[src/rtl/store_modifier_pkg.sv]
// Shared store/load lane conventions.
// Size codes, base strobe masks and store FSM states.
package store_modifier_pkg;

  typedef enum logic [1:0] {
    SZ_BYTE = 2'd0,
    SZ_HALF = 2'd1,
    SZ_WORD = 2'd2
  } size_e;

  localparam logic [3:0] MASK_BYTE = 4'b0001;
  localparam logic [3:0] MASK_HALF = 4'b0011;
  localparam logic [3:0] MASK_WORD = 4'b1111;

  typedef enum logic [1:0] {
    ST_IDLE  = 2'd0,
    ST_BEAT0 = 2'd1,
    ST_BEAT1 = 2'd2
  } state_e;

  function automatic logic [3:0] base_mask(size_e sz);
    logic [3:0] r;
    r = MASK_WORD;
    unique case (sz)
      SZ_BYTE: r = MASK_BYTE;
      SZ_HALF: r = MASK_HALF;
      default: r = MASK_WORD;
    endcase
    return r;
  endfunction

endpackage

[src/rtl/store_modifier_if.sv]
// Store request and data-memory write bus.
// slave = store unit view, master = requester/memory view.
interface store_modifier_if #(
  parameter int ADDR_W = 32
);
  logic              i_req_valid;
  logic              o_req_ready;
  logic              i_sb;
  logic              i_sh;
  logic [ADDR_W-1:0] i_addr;
  logic [31:0]       i_wdata;
  logic              o_mem_valid;
  logic              i_mem_ready;
  logic [ADDR_W-1:0] o_mem_addr;
  logic [31:0]       o_mem_wdata;
  logic [3:0]        o_mem_wstrb;
  logic              o_done;
  logic              o_misaligned;

  modport slave (
    input  i_req_valid, i_sb, i_sh,
    input  i_addr, i_wdata, i_mem_ready,
    output o_req_ready, o_mem_valid,
    output o_mem_addr, o_mem_wdata,
    output o_mem_wstrb, o_done,
    output o_misaligned
  );

  modport master (
    output i_req_valid, i_sb, i_sh,
    output i_addr, i_wdata, i_mem_ready,
    input  o_req_ready, o_mem_valid,
    input  o_mem_addr, o_mem_wdata,
    input  o_mem_wstrb, o_done,
    input  o_misaligned
  );
endinterface

[src/rtl/store_lane_align.sv]
// Rotates store data into byte lanes and builds the
// two-word strobe window for a given size and offset.
module store_lane_align
  import store_modifier_pkg::*;
(
  input  size_e       size,
  input  logic [1:0]  off,
  input  logic [31:0] wdata,
  output logic [31:0] rot,
  output logic [7:0]  m,
  output logic        need_beat1
);

  always_comb begin
    rot = wdata;
    unique case (off)
      2'd0: rot = wdata;
      2'd1: rot = {wdata[23:0], wdata[31:24]};
      2'd2: rot = {wdata[15:0], wdata[31:16]};
      2'd3: rot = {wdata[7:0],  wdata[31:8]};
      default: rot = wdata;
    endcase
  end

  // Upper nibble is the spill into the next word.
  assign m = {4'b0000, base_mask(size)} << off;
  assign need_beat1 = |m[7:4];

endmodule

[src/rtl/store_modifier.sv]
// MEM-stage store unit: lane alignment, strobes and
// optional two-beat split of word-crossing stores.
module store_modifier
  import store_modifier_pkg::*;
#(
  parameter bit SPLIT_MISALIGNED = 1'b1,
  parameter int ADDR_W           = 32
) (
  input logic            i_clk,
  input logic            i_resetn,
  store_modifier_if.slave bus
);

  state_e      state;
  size_e       size;
  logic [31:0] rot;
  logic [7:0]  m;
  logic        need_beat1;
  logic [3:0]  hi_strb;

  always_comb begin
    size = SZ_WORD;
    priority case (1'b1)
      bus.i_sb: size = SZ_BYTE;
      bus.i_sh: size = SZ_HALF;
      default:  size = SZ_WORD;
    endcase
  end

  store_lane_align u_align (
    .size       (size),
    .off        (bus.i_addr[1:0]),
    .wdata      (bus.i_wdata),
    .rot        (rot),
    .m          (m),
    .need_beat1 (need_beat1)
  );

  assign bus.o_req_ready = (state == ST_IDLE);

  always_ff @(posedge i_clk or negedge i_resetn) begin
    if (!i_resetn) begin
      state            <= ST_IDLE;
      bus.o_mem_valid  <= 1'b0;
      bus.o_mem_addr   <= '0;
      bus.o_mem_wdata  <= '0;
      bus.o_mem_wstrb  <= '0;
      bus.o_done       <= 1'b0;
      bus.o_misaligned <= 1'b0;
      hi_strb          <= '0;
    end else begin
      bus.o_done       <= 1'b0;
      bus.o_misaligned <= 1'b0;
      unique case (state)
        ST_IDLE: begin
          if (bus.i_req_valid) begin
            if (need_beat1 && !SPLIT_MISALIGNED) begin
              bus.o_misaligned <= 1'b1;
            end else begin
              state           <= ST_BEAT0;
              bus.o_mem_valid <= 1'b1;
              bus.o_mem_addr  <= {bus.i_addr[ADDR_W-1:2], 2'b00};
              bus.o_mem_wdata <= rot;
              bus.o_mem_wstrb <= m[3:0];
              hi_strb         <= m[7:4];
            end
          end
        end
        ST_BEAT0: begin
          if (bus.i_mem_ready) begin
            if (|hi_strb) begin
              state           <= ST_BEAT1;
              bus.o_mem_addr  <= bus.o_mem_addr + ADDR_W'(4);
              bus.o_mem_wstrb <= hi_strb;
            end else begin
              state           <= ST_IDLE;
              bus.o_mem_valid <= 1'b0;
              bus.o_done      <= 1'b1;
            end
          end
        end
        ST_BEAT1: begin
          if (bus.i_mem_ready) begin
            state           <= ST_IDLE;
            bus.o_mem_valid <= 1'b0;
            bus.o_done      <= 1'b1;
          end
        end
        default: state <= ST_IDLE;
      endcase
    end
  end

endmodule

[src/flat_wrapper.sv]
// flat-port wrapper written by rule: the top's interface ports become plain ports
module store_modifier_flat import store_modifier_pkg::*;
#(
  parameter bit SPLIT_MISALIGNED = 1'b1,
  parameter int ADDR_W           = 32
)
  (i_clk, i_resetn, bus_i_req_valid, bus_i_sb, bus_i_sh, bus_i_addr, bus_i_wdata, bus_i_mem_ready, bus_o_req_ready, bus_o_mem_valid, bus_o_mem_addr, bus_o_mem_wdata, bus_o_mem_wstrb, bus_o_done, bus_o_misaligned);
  store_modifier_if #(.ADDR_W(ADDR_W)) bus_i ();
  input logic i_clk;
  input logic i_resetn;
  input wire logic [$bits(bus_i.i_req_valid)-1:0] bus_i_req_valid;
  input wire logic [$bits(bus_i.i_sb)-1:0] bus_i_sb;
  input wire logic [$bits(bus_i.i_sh)-1:0] bus_i_sh;
  input wire logic [$bits(bus_i.i_addr)-1:0] bus_i_addr;
  input wire logic [$bits(bus_i.i_wdata)-1:0] bus_i_wdata;
  input wire logic [$bits(bus_i.i_mem_ready)-1:0] bus_i_mem_ready;
  output wire logic [$bits(bus_i.o_req_ready)-1:0] bus_o_req_ready;
  output wire logic [$bits(bus_i.o_mem_valid)-1:0] bus_o_mem_valid;
  output wire logic [$bits(bus_i.o_mem_addr)-1:0] bus_o_mem_addr;
  output wire logic [$bits(bus_i.o_mem_wdata)-1:0] bus_o_mem_wdata;
  output wire logic [$bits(bus_i.o_mem_wstrb)-1:0] bus_o_mem_wstrb;
  output wire logic [$bits(bus_i.o_done)-1:0] bus_o_done;
  output wire logic [$bits(bus_i.o_misaligned)-1:0] bus_o_misaligned;
  assign bus_i.i_req_valid = bus_i_req_valid;
  assign bus_i.i_sb = bus_i_sb;
  assign bus_i.i_sh = bus_i_sh;
  assign bus_i.i_addr = bus_i_addr;
  assign bus_i.i_wdata = bus_i_wdata;
  assign bus_i.i_mem_ready = bus_i_mem_ready;
  assign bus_o_req_ready = bus_i.o_req_ready;
  assign bus_o_mem_valid = bus_i.o_mem_valid;
  assign bus_o_mem_addr = bus_i.o_mem_addr;
  assign bus_o_mem_wdata = bus_i.o_mem_wdata;
  assign bus_o_mem_wstrb = bus_i.o_mem_wstrb;
  assign bus_o_done = bus_i.o_done;
  assign bus_o_misaligned = bus_i.o_misaligned;
  store_modifier #(.SPLIT_MISALIGNED(SPLIT_MISALIGNED), .ADDR_W(ADDR_W)) u_core (.i_clk(i_clk), .i_resetn(i_resetn), .bus(bus_i));
endmodule
[config.mk]
export PLATFORM = sky130hd
export DESIGN_NAME = store_modifier_flat
export DESIGN_NICKNAME = d
export VERILOG_FILES = /design/src/rtl/store_modifier_pkg.sv /design/src/rtl/store_modifier_if.sv /design/src/rtl/store_lane_align.sv /design/src/rtl/store_modifier.sv /design/src/flat_wrapper.sv
export SDC_FILE = /design/constraint.sdc
export NUM_CORES = 1
export LEC_CHECK = 0
export CORE_MARGIN = 3
export CORE_UTILIZATION = 25
export DETAILED_ROUTE_END_ITERATION = 8
export GPL_TIMING_DRIVEN = 0
export PLACE_DENSITY = 0.61
export SYNTH_ARGS = -nofsm -noshare
export SYNTH_HDL_FRONTEND = slang
export SYNTH_SLANG_ARGS = --single-unit
export TNS_END_PERCENT = 1
[constraint.sdc]
create_clock -name i_clk -period 1.9 [get_ports i_clk]
set_clock_uncertainty 0.15 [all_clocks]
set_input_delay 0.19 -clock i_clk [delete_from_list [all_inputs] [get_ports i_clk]]
set_output_delay 0.19 -clock i_clk [all_outputs]
set_load 0.02 [all_outputs]
==> impl_metrics.csv <==
group,metric,value,unit
global_routing,grt_pass1_vias,4473,
floorplanning,fp-row-count,48,
worst_setup_path,critical_path.max_stage_delay,430,ps
logic_synthesis,async_reset_ff_share,100,%
logic_synthesis,synth_edf_count,0,
cts,clock_path_buffers,2,
timing,worst_slack,-62.7,ps
power,share_comb_of_total_power,56.3,%
cts,path_clk_slew,60,ps
drt,routed-via-count,4590,
worst_setup_path,critical_path_buf_inv_count,1,
logic_synthesis,syn_avg_cell_area,8.81,µm²
power,sw_frac_of_total,43.5,%
timing,maxSlewHeadroom,52.5,%
logic_synthesis,synthCells,511,
worst_setup_path,cp.arrival,2080,ps
power,p_int,6370,µW
floorplanning,die_y,140,µm
final_layout,num-fill-cells,1749,
logic_synthesis,yosysTopAreaCell,"dfrtp_1",
worst_setup_path,crit_family,"simple AND/OR/NAND/NOR gates",
timing,finalSetupTns,-170,ps
run_status,outcome,"finished with violations",
timing,finalCriticalPeriod,1960,ps
cts,cts_buffers,9,
logic_synthesis,yosysWarnings,0,
cts,root_buffer,"clkbuf_16",
power,total_power,11300,µW
timing,setup_viol,6,
drt,first_pass_iters,4,
worst_setup_path,crit_fanout,8,
power,power_per_cell_area,1630,mW/mm²
worst_setup_path,cp.required,2010,ps
drt,drc_errors,0,
global_routing,grt_max_degree,44,
final_layout,nNetsFinal,746,
logic_synthesis,synth_area,0.00450,mm²
floorplanning,core_area,0.0175,mm²
power,p_switching,4900,µW
logic_synthesis,yosysSeqAreaShare,40.6,%
global_routing,overflow,0,
cts,clk_latency,350,ps
floorplanning,start_util,25.8,%
power,vdd_ir_drop_max,0.000757,V
timing,hold_viol_final,0,
placed_design,hpwl,12500,µm
placed_design,place_ws,-729,ps
job,drv_cap,0,
drt,drt_iter0_drc,314,
cts,cts_tree,"yes",
cts,cts_sinks,73,
placed_design,gp_congestion,0.898,
drt,avgViaCountPerCell,5.09,
logic_synthesis,yosysUniqueCellTypes,50,
power,p_leak,0.00275,µW
timing,final.period_utilization,103,%
power,pwr-share-clk,16.0,%
power,pwr-share-seq,27.7,%
run_status,violations,"setup timing",
drt,drt-total-wl,17000,µm
final_layout,drive_gt1_share,20.3,%
floorplanning,dieArea,0.0197,mm²
global_routing,grt.total_usage,16.8,%
final_layout,diodes,0,
logic_synthesis,synth_ff_type,"dfrtp_1",
global_routing,grt_antenna_before_repair,0,
drt,drtAntennaViolNets,0,
global_routing,grt_first_pass_wirelength,25900,µm
worst_setup_path,setup.worst_path.class,"reg2reg",
timing,finalMaxSlewViolations,0,
floorplanning,die_w,140,µm
worst_setup_path,critPathSlowestCell,"dfrtp_2",
cts,htreeDepth,3,
worst_hold_path,hold_class,"in2async",
logic_synthesis,yosysTopAreaCellShare,40.6,%
timing,worst_slew_pin_slew,712,ps
worst_setup_path,end_kind,"flop",
logic_synthesis,synth_seq_cells,73,
timing,max_freq,509,MHz
worst_setup_path,critPathLaunchType,"flop",
timing,rsz0062_at_grt,"true",
placed_design,port-buffer-count,136,
drt,wl_per_cell,18.9,µm
floorplanning,ioPinCount,142,
final_layout,area.sequential,0.00184,mm²
logic_synthesis,ys_top_cells_by_area,"dfrtp_1 41%, a21oi_1 6.3%, mux2_2 6.3%",
worst_setup_path,path_cells,"and3_1 > buf_6 > and4_4 > nand3_4 > or4_4 > a31oi_4",
final_layout,multi_input_comb_area,0.00268,mm²
final_layout,area_growth_syn_to_layout,53.4,%
final_layout,fin_util,39.5,%
[synthesized netlist by cell type, types with 8 or more instances]
cell and n:
nand4_1 9, a211oi_1 19, xnor2_1 12, a21oi_1 57, nor4_1 10, nand2_1 56, clkbuf_1 25, nor3_1 8
nand3_1 12, dfrtp_1 73, mux2_2 25, nor2_1 38, mux2i_1 21, o21ai_0 41, and3_1 20
[power by group through the flow]
stage	clock [µW]	sequential, µW	combinational (µW)
floorplan	0	3750	2560
global placement	0	3100	5780
detailed placement	0	3110	5840
CTS	1850	3060	6140
global route	1910	3220	6860
finish	1800	3110	6340
[layout by cell type (no fill, tap or decap), types with 15 or more instances in the layout]
master / n
a21oi_1: 57
and3_1: 20
buf_4: 15
clkdlybuf4s50_1: 133
dfrtp_1: 61
mux2_2: 25
mux2i_1: 21
nand2_1: 54
nor2_1: 38
o21ai_0: 40
[layout make-up]
| cell class | count | area share [%] |
|---|---|---|
| Tap cell | 225 | 4.07 |
| Inverter | 8 | 0.435 |
| Sequential cell | 73 | 26.7 |
| Clock inverter | 4 | 0.724 |
| Clock buffer | 12 | 3.86 |
| Buffer | 42 | 4.24 |
| Timing Repair Buffer | 147 | 21.2 |
| Multi-Input combinational cell | 390 | 38.8 |
[metal layers]
layer | share of wire [%] | vias to the layer above | global-route usage, %
li1 | - | 2155 | -
met1 | 44 | 2205 | 22.7
met2 | 45 | 213 | 25.4
met3 | 9.4 | 17 | 6.90
met4 | 1.2 | 0 | 3.52
met5 | 0 | - | 0
[registers in the layout, summed over array words and instances, names as in the netlist]
signal and count:
u_core.bus.o_done 1, u_core.bus.o_mem_addr 30, u_core.bus.o_mem_valid 1, u_core.bus.o_mem_wdata 32, u_core.bus.o_mem_wstrb 4, u_core.hi_strb 3
u_core.state 2
[worst paths after layout]
kind / from / end / slack [ps] / depth (start not counted)
max in group asynchronous: i_resetn / u_core.bus.o_mem_addr[20] / 830 / 3
min in group i_clk: bus_i_addr[0] / u_core.bus.o_mem_wdata[22] / 250 / 4
min reg2reg: u_core.bus.o_mem_wdata[22] / u_core.bus.o_mem_wdata[22] / 320 / 2
max reg2reg: u_core.bus.o_mem_addr[7] / u_core.bus.o_mem_addr[31] / -60 / 6
min: i_resetn / u_core.bus.o_mem_addr[9] / 190 / 2
max: u_core.bus.o_mem_addr[7] / u_core.bus.o_mem_addr[31] / -60 / 6
[logic make-up after synthesis]
logic type	count (synthesis)	share of synthesized area, %
compound gates	140	17.8
xor+xnor	18	3.50
fa+ha+maj	6	1.61
buf+inv	50	5.70
flops	73	40.6
mux	46	10.9
other cells	1	0.0833
simple gates	177	19.8
[timing repair]
action,4_1_cts,5_1_grt
buffers inserted,6,3
resized for setup,39,49
setup endpoints to repair,70,70
hold endpoints to repair,30,0
hold buffers,1,0
pin swaps,4,13
[metrics by stage]
| stage | hold WS (ps) | instances | cell area, µm² |
|---|---|---|---|
| after floorplan | -256 | 513 | 4560 |
| after global placement | 311 | 874 | 6200 |
| after detailed placement | 19.9 | 875 | 6230 |
| after CTS | 204 | 898 | 6730 |
| after global routing | 245 | 901 | 6910 |
| final | 191 | 901 | 6910 |
No activity file was read; power rests on OpenSTA's default activity.
